===== src/rtl/crypto_csr_interface.sv =====
// Register front-end for hash/cipher cores: block/digest/ctrl/status CSRs
// behind a valid/ready request bus with a registered, backpressured response.
//
// Ports:
//   clk_i, rst_i            clock, synchronous active-high reset
//   req*_i / reqready_o     request channel (addr, data, write, strobe)
//   rsp*_o / rspready_i     response channel (data, error)
//   block_o                 message block to core, register 0 in the LSBs
//   start_o / busy_o        one-cycle start pulse and core-running flag
//   core_done_i, digest_i   completion pulse and result from the core
module crypto_csr_interface #(
  parameter int DataWidth   = 64,
  parameter int AddrWidth   = 32,
  parameter int DataBytes   = DataWidth / 8,
  parameter int BlockWidth  = 512,
  parameter int DigestWidth = 160
) (
  input  logic                   clk_i,
  input  logic                   rst_i,
  input  logic [DataWidth-1:0]   reqdata_i,
  input  logic [AddrWidth-1:0]   reqaddr_i,
  input  logic                   reqvalid_i,
  input  logic                   reqwrite_i,
  input  logic [DataBytes-1:0]   reqstrobe_i,
  output logic                   reqready_o,
  output logic                   rspvalid_o,
  input  logic                   rspready_i,
  output logic [DataWidth-1:0]   rspdata_o,
  output logic                   rsperror_o,
  output logic [BlockWidth-1:0]  block_o,
  output logic                   start_o,
  input  logic                   core_done_i,
  input  logic [DigestWidth-1:0] digest_i,
  output logic                   busy_o
);

  localparam int NB       = BlockWidth / DataWidth;
  localparam int ND       = (DigestWidth + DataWidth - 1) / DataWidth;
  localparam int OffBits  = $clog2(DataBytes);
  localparam int IdxW     = $clog2(NB + ND + 2);
  localparam int AddrBits = OffBits + IdxW;

  localparam logic [IdxW-1:0] IdxNb   = IdxW'(NB);
  localparam logic [IdxW-1:0] IdxCtrl = IdxW'(NB + ND);
  localparam logic [IdxW-1:0] IdxStat = IdxW'(NB + ND + 1);

  typedef enum logic {
    B_IDLE,
    B_RESP
  } bus_e;

  typedef enum logic {
    C_IDLE,
    C_BUSY
  } core_e;

  bus_e                 bus_q, bus_d;
  core_e                core_q, core_d;
  logic [DataWidth-1:0] blk_q [NB];
  logic [DataWidth-1:0] blk_d [NB];
  logic [DataWidth-1:0] dig_q [ND];
  logic [DataWidth-1:0] dig_d [ND];
  logic                 done_q, done_d;
  logic                 start_q, start_d;
  logic [DataWidth-1:0] rdata_q, rdata_d;
  logic                 rerr_q, rerr_d;

  logic [IdxW-1:0]         idx;
  logic                    misal;
  logic                    legal;
  logic                    is_blk;
  logic                    is_dig;
  logic                    busy;
  logic [ND*DataWidth-1:0] dig_pad;
  logic                    unused_addr;

  assign idx         = reqaddr_i[AddrBits-1:OffBits];
  assign misal       = |reqaddr_i[OffBits-1:0];
  assign unused_addr = ^reqaddr_i[AddrWidth-1:AddrBits];
  assign legal       = !misal && (idx <= IdxStat);
  assign is_blk      = idx < IdxNb;
  assign is_dig      = (idx >= IdxNb) && (idx < IdxCtrl);
  assign busy        = core_q == C_BUSY;

  always_comb begin
    bus_d   = bus_q;
    core_d  = core_q;
    blk_d   = blk_q;
    dig_d   = dig_q;
    done_d  = done_q;
    start_d = 1'b0;
    rdata_d = rdata_q;
    rerr_d  = rerr_q;
    dig_pad = '0;
    dig_pad[DigestWidth-1:0] = digest_i;

    unique case (bus_q)
      B_IDLE: begin
        if (reqvalid_i) begin
          bus_d   = B_RESP;
          rdata_d = '0;
          rerr_d  = 1'b0;
          if (!legal) begin
            rerr_d = 1'b1;
          end else if (!reqwrite_i) begin
            for (int i = 0; i < NB; i++)
              if (idx == IdxW'(i)) rdata_d = blk_q[i];
            for (int i = 0; i < ND; i++)
              if (idx == IdxW'(NB + i)) rdata_d = dig_q[i];
            if (idx == IdxStat) rdata_d[1:0] = {done_q, busy};
          end else if (is_blk) begin
            if (busy) begin
              rerr_d = 1'b1;
            end else begin
              for (int i = 0; i < NB; i++)
                for (int b = 0; b < DataBytes; b++)
                  if (idx == IdxW'(i) && reqstrobe_i[b])
                    blk_d[i][b*8 +: 8] = reqdata_i[b*8 +: 8];
            end
          end else if (is_dig) begin
            rerr_d = 1'b1;
          end else if (idx == IdxCtrl) begin
            if (reqstrobe_i[0]) begin
              if (busy && (reqdata_i[0] || reqdata_i[1])) begin
                rerr_d = 1'b1;
              end else begin
                // CLEAR ahead of START so both together give a clean run
                if (reqdata_i[1]) begin
                  for (int i = 0; i < NB; i++) blk_d[i] = '0;
                  for (int i = 0; i < ND; i++) dig_d[i] = '0;
                  done_d = 1'b0;
                end
                if (reqdata_i[0]) begin
                  start_d = 1'b1;
                  core_d  = C_BUSY;
                  done_d  = 1'b0;
                end
              end
            end
          end else begin
            if (reqstrobe_i[0] && reqdata_i[1]) done_d = 1'b0;
          end
        end
      end
      B_RESP: begin
        if (rspready_i) bus_d = B_IDLE;
      end
      default: bus_d = B_IDLE;
    endcase

    // Completion last: a same-cycle done W1C loses to the new done
    if (busy && core_done_i) begin
      for (int i = 0; i < ND; i++)
        dig_d[i] = dig_pad[i*DataWidth +: DataWidth];
      done_d = 1'b1;
      core_d = C_IDLE;
    end
  end

  always_ff @(posedge clk_i) begin
    if (rst_i) begin
      bus_q   <= B_IDLE;
      core_q  <= C_IDLE;
      for (int i = 0; i < NB; i++) blk_q[i] <= '0;
      for (int i = 0; i < ND; i++) dig_q[i] <= '0;
      done_q  <= 1'b0;
      start_q <= 1'b0;
      rdata_q <= '0;
      rerr_q  <= 1'b0;
    end else begin
      bus_q   <= bus_d;
      core_q  <= core_d;
      blk_q   <= blk_d;
      dig_q   <= dig_d;
      done_q  <= done_d;
      start_q <= start_d;
      rdata_q <= rdata_d;
      rerr_q  <= rerr_d;
    end
  end

  always_comb begin
    block_o = '0;
    for (int i = 0; i < NB; i++)
      block_o[i*DataWidth +: DataWidth] = blk_q[i];
  end

  assign reqready_o = bus_q == B_IDLE;
  assign rspvalid_o = bus_q == B_RESP;
  assign rspdata_o  = rdata_q;
  assign rsperror_o = rerr_q;
  assign start_o    = start_q;
  assign busy_o     = busy;

endmodule


===== config.mk =====
export PLATFORM = sky130hd
export DESIGN_NAME = crypto_csr_interface
export DESIGN_NICKNAME = d
export VERILOG_FILES = /design/src/rtl/crypto_csr_interface.sv
export SDC_FILE = /design/constraint.sdc
export NUM_CORES = 2
export LEC_CHECK = 0
export CAP_MARGIN = 5
export CORE_AREA = 8 8 327 329
export CTS_CLUSTER_DIAMETER = 30
export DETAILED_ROUTE_END_ITERATION = 12
export DIE_AREA = 0 0 335 337
export GPL_ROUTABILITY_DRIVEN = 1
export SLEW_MARGIN = 20
export SYNTH_ARGS = -nofsm -noshare
export SYNTH_HDL_FRONTEND = slang
export SYNTH_SLANG_ARGS = --single-unit

===== constraint.sdc =====
create_clock -name clk_i -period 2.8 [get_ports clk_i]
set_input_delay 0.56 -clock clk_i [delete_from_list [all_inputs] [get_ports clk_i]]
set_output_delay 0.56 -clock clk_i [all_outputs]
set_load 0.02 [all_outputs]

[Yosys cells after proc, flatten, opt, wreduce, memory -nomap -nowiden]
Index checks and enable logic that the tools add are counted.
Word-level totals
  register bits: 741
  memories: 0
  word-level logic and storage cells: 446
  latch bits: 0
  ROM bits: 0
  RAM bits: 0
  bits of input ports: 270
Operators by class
  eq/ne operators: 86
  order comparisons: 4
  reduce and logical (&&, ||, !) cells: 153
  div/mod/pow operators: 0
  mux-type cells: 121
  bitwise logic cells: 9
  $mul: 0
  shift operators: 0
  add/sub/neg operators: 0
Operators by type and width (number)
  512-bit two-way mux: 7
  192-bit two-way mux: 11
  64-bit two-way mux: 13
  11-bit AND reduction: 64
  8-bit two-way mux: 64
  2-bit by 1-bit inequality test with 1-bit output, second input constant: 68
  1-bit logical AND: 69
  10-bit AND reduction: 3
  1-bit two-way mux: 24
  4-bit equality test, second input constant: 5
  2-bit nonzero test: 9
  4-bit by 3-bit equality test with 1-bit output, second input constant: 4
  10-bit OR reduction: 1
  1-bit inverter: 9
  4-bit by 2-bit equality test with 1-bit output, second input constant: 2
  4-bit < comparator, second input constant: 2
  2-bit inequality test, second input constant: 3
  3-bit by 2-bit inequality test with 1-bit output, second input constant: 2
  4-bit by 1-bit equality test with 1-bit output, second input constant: 1
  4-bit >= comparator, second input constant: 1
  4-bit less-or-equal comparator, second input constant: 1
  4-bit zero test: 1
  4-bit by 3-bit inequality test with 1-bit output, second input constant: 1
  3-bit nonzero test: 1
  7 further kinds: 7

[Longest topological paths before layout]
  word-level depth: 15
  depth in mapped cells: 10

[Worst setup path before layout]
No wires, ideal clock.
  path type: input -> register
  start point: input port reqaddr_i[6]
  end point: register blk_q (netlist bit block_o[488])
  setup time: 0.128 ns
  setup slack: 0.454 ns
  stages on the path: 7
  buffers on the path: 2
  arrival: 2.218 ns
  data required time: 2.672 ns
  cells stage by stage: buf_2 > a21bo_2 > nand3_4 > buf_2 > a2111oi_4 > mux2i_1 > nor2_1
On the way
  longest elaborated chain between the ends: 4
  elaborated cells on any way between the ends: 18
Ends and longest elaborated chain
  start: declaration: RTL line 21  | input logic [AddrWidth-1:0] reqaddr_i,
  4-bit >= comparator (tied with other cells): RTL line 82  | assign is_dig = (idx >= IdxNb) && (idx < IdxCtrl);
  1-bit logical AND, on equally long branches: RTL line 82, 117
  2-bit inequality test (no line) / 2-bit by 1-bit inequality test with 1-bit output (equally long branches)
  11-bit AND reduction (no line)
  end signal: assignment: RTL line 173  | blk_q <= blk_d;
  end: declaration: RTL line 59  | logic [DataWidth-1:0] blk_q [NB];
Several ways; a longest one is shown, not always the timed one.
A chain may end at the register's enable or synchronous reset.

[Worst setup path in the final report]
  start point: register bus_q, in the netlist rspvalid_o
  end point: output port rspvalid_o
RTL lines
  start: declaration: RTL line 57  | bus_e bus_q, bus_d;
  start signal: assignment: RTL line 171  | bus_q <= bus_d;
  end: declaration: RTL line 26  | output logic rspvalid_o,
No word-level cell between the ends.

==> results.cfg <==
[outcome]
outcome = completed

[yosys]
syn_area_per_cell_sq_um = 9.49
ys_ff_latch = 741
yosysTopAreaCellShare_pct = 44.5
ys_async_sr_fraction_pct = 0
synthTopCellsByCount = 741 x dfxtp_1, 506 x mux2i_1, 501 x nor2_1, 220 x clkbuf_1, 201 x nand2_1
synth_area_leader_cell = dfxtp_1
syn-instance-count = 3514
seq_area_frac_synth_pct = 44.5
ys_warn_count = 0
yosys.cell_count.top_type = dfxtp_1
syn_nets = 3784
syn_area_sq_um = 33400
synth_flop_cell = dfxtp_1
synthTopCellsByArea = dfxtp_1 44%, mux2i_1 15%, nor2_1 5.6%
synth_edf_count = 0
synth_cell_types = 76

[global_route]
grt_pass1_wl_um = 254000
grt_start_max_net_pins = 177
grt_remaining_overflow = 0
antenna_found_initial = 35
grt_pass1_vias = 32500
grt_usage_pct = 31.1

[finish]
finish.net_count = 4772
drive_gt1_share_pct = 17.1
syn_to_final_growth_pct = 57.2
fillCellCount = 9261
fin_util_pct = 51.8

[floorplanning]
start_util_pct = 32.9
core_area_sq_um = 101000
die_x_um = 335
io_pins = 851
die_area_sq_um = 113000
placementRows = 117
die_y_um = 337

[critical_path]
r2r_cells = 6
worst-path-max-fanout = 6
critical_path_buf_inv_count = 1
crit_required_ns = 2.24
critical_path_class = reg2out
cp_top_family = buffers and inverters
worst-path-stages = 1
worstPathArrival_ns = 2.04
cpPeakStageDelay_ns = 0.70
path_cells = clkdlybuf4s50_1
crit_path_top_delay_cell = clkdlybuf4s50_1
setup.worst_path.start_class = flip-flop
worst_setup_path_end_kind = primary output

[clock_network]
cts_made_buffers = 187
cts_setup_buffers = 0
clk_latency_ns = 0.78
path_clk_slew_ns = 0.05
cts-hold-fix-buffers = 0
cts_num_sinks = 741
cts-root-buf = clkbuf_16
clockBufferDepth = 3
cts_tree = yes
cts_resized = 0
h-tree-depth = 4

[timing]
tightest_slew_ns = 1.01
maxClockFrequency_ghz = 0.384
maxSlewHeadroom_pct = 32.5
setup_viol = 0
finalHoldViolCount = 0
hold_ws_ns = 0.211
rsz0062_at_grt = no
period_share_pct = 93.0
drv_slew = 0
clock_skew_ns = 0.0374
tns_ns = 0
period_minus_slack_ns = 2.60

[detailed_routing]
ant_nets = 0
drtIter0Drc = 2927
num_vias = 33100
routed_wl_um = 184000
avgViaCountPerCell = 5.47
drt-wirelength-per-cell_um = 30.4
drc = 0
first_pass_iters = 6

[placement]
dp.final_hpwl_um = 140000
gp_congestion = 0.938
io_buffers = 825

[power]
ir_worst_vdd_v = 0.000455
pwr_density_cell_nw_per_um2 = 679
finalPower_mw = 35.6
p_leak_nw = 19.6

[worst_hold_path]
hold_path.class = in2reg
holdPathStages = 2

[job]
cap_viol_max_count = 0
cell type report:
type | count | area (sq um) | area share [%]
clock inverter | 98 | 1400 | 2.66
clock buffer | 250 | 5360 | 10.2
inverter | 6 | 22.5 | 0.0430
tap | 1368 | 1710 | 3.26
timing repair buffer | 1141 | 11900 | 22.7
antenna | 14 | 35.0 | 0.0668
sequential | 741 | 14800 | 28.3
multi-input combinational | 2425 | 17200 | 32.8
through the flow:
stage	instances	worst slack [ns]	area (sq um)
floorplan	3514	0.454	33400
global placement	5681	-0.392	45600
detailed placement	5681	-0.390	45600
CTS	6029	0.142	52400
global route	6039	0.145	52400
finish	6043	0.196	52400
metal layers:
layer	part of all wire, %	global-route usage (%)
met2	48	52.1
met4	5.9	16.8
met5	0.056	0
met3	9.2	10.1
met1	37	35.0
worst paths after layout:
kind         slack (ns)    startpoint           end
max                0.20    rspvalid_o    rspvalid_o
min                0.21         rst_i  block_o[198]
max reg2reg        0.35    rspvalid_o    dig_q[118]
min reg2reg        0.45  rspdata_o[6]  rspdata_o[6]
placed cells by master (no fill, tap or decap), types with 26 or more instances in the layout:
| cell type | netlist | routed |
|---|---|---|
| nor2b_1 | 72 | 68 |
| a22oi_1 | 33 | 33 |
| nor4_4 | 33 | 33 |
| clkinv_2 | 0 | 35 |
| o21ai_0 | 186 | 186 |
| a22o_1 | 164 | 164 |
| clkbuf_8 | 0 | 41 |
| a211oi_1 | 35 | 35 |
| nor2_1 | 501 | 493 |
| nand2b_1 | 81 | 77 |
| dfxtp_1 | 741 | 741 |
| mux2i_1 | 506 | 506 |
| nand2_1 | 201 | 199 |
| buf_12 | 0 | 100 |
| a21oi_1 | 132 | 132 |
| bufinv_16 | 0 | 26 |
| clkbuf_16 | 0 | 189 |
| nand3_1 | 64 | 64 |
| nor3_1 | 56 | 55 |
| clkdlybuf4s50_1 | 0 | 820 |
| buf_4 | 16 | 217 |
| a221oi_1 | 44 | 44 |
| o22ai_1 | 38 | 38 |
| mux4_2 | 31 | 31 |
power breakdown:
part / internal, mW / switching [mW] / total (mW) / leakage, nW
clock: 15.8 / 7.04 / 22.8 / 3.28
combinational: 0.841 / 1.35 / 2.19 / 10.3
sequential: 10.6 / 0.0118 / 10.6 / 5.97
total: 27.2 / 8.41 / 35.6 / 19.6
kinds of logic after synthesis:
| logic type | synth area share [%] |
|---|---|
| multiplexers | 17.7 |
| flip-flops | 44.5 |
| AO/OA/AOI/OAI | 16.7 |
| buffers and inverters | 4.45 |
| AND/OR/NAND/NOR | 16.7 |
registers in the layout (all words and copies together), names as in the netlist:
register	cells
rsperror_o	1
busy_o	1
block_o	512
rspdata_o	64
done_q	1
start_o	1
dig_q	160
rspvalid_o	1
(Power assumes the default switching activity.)
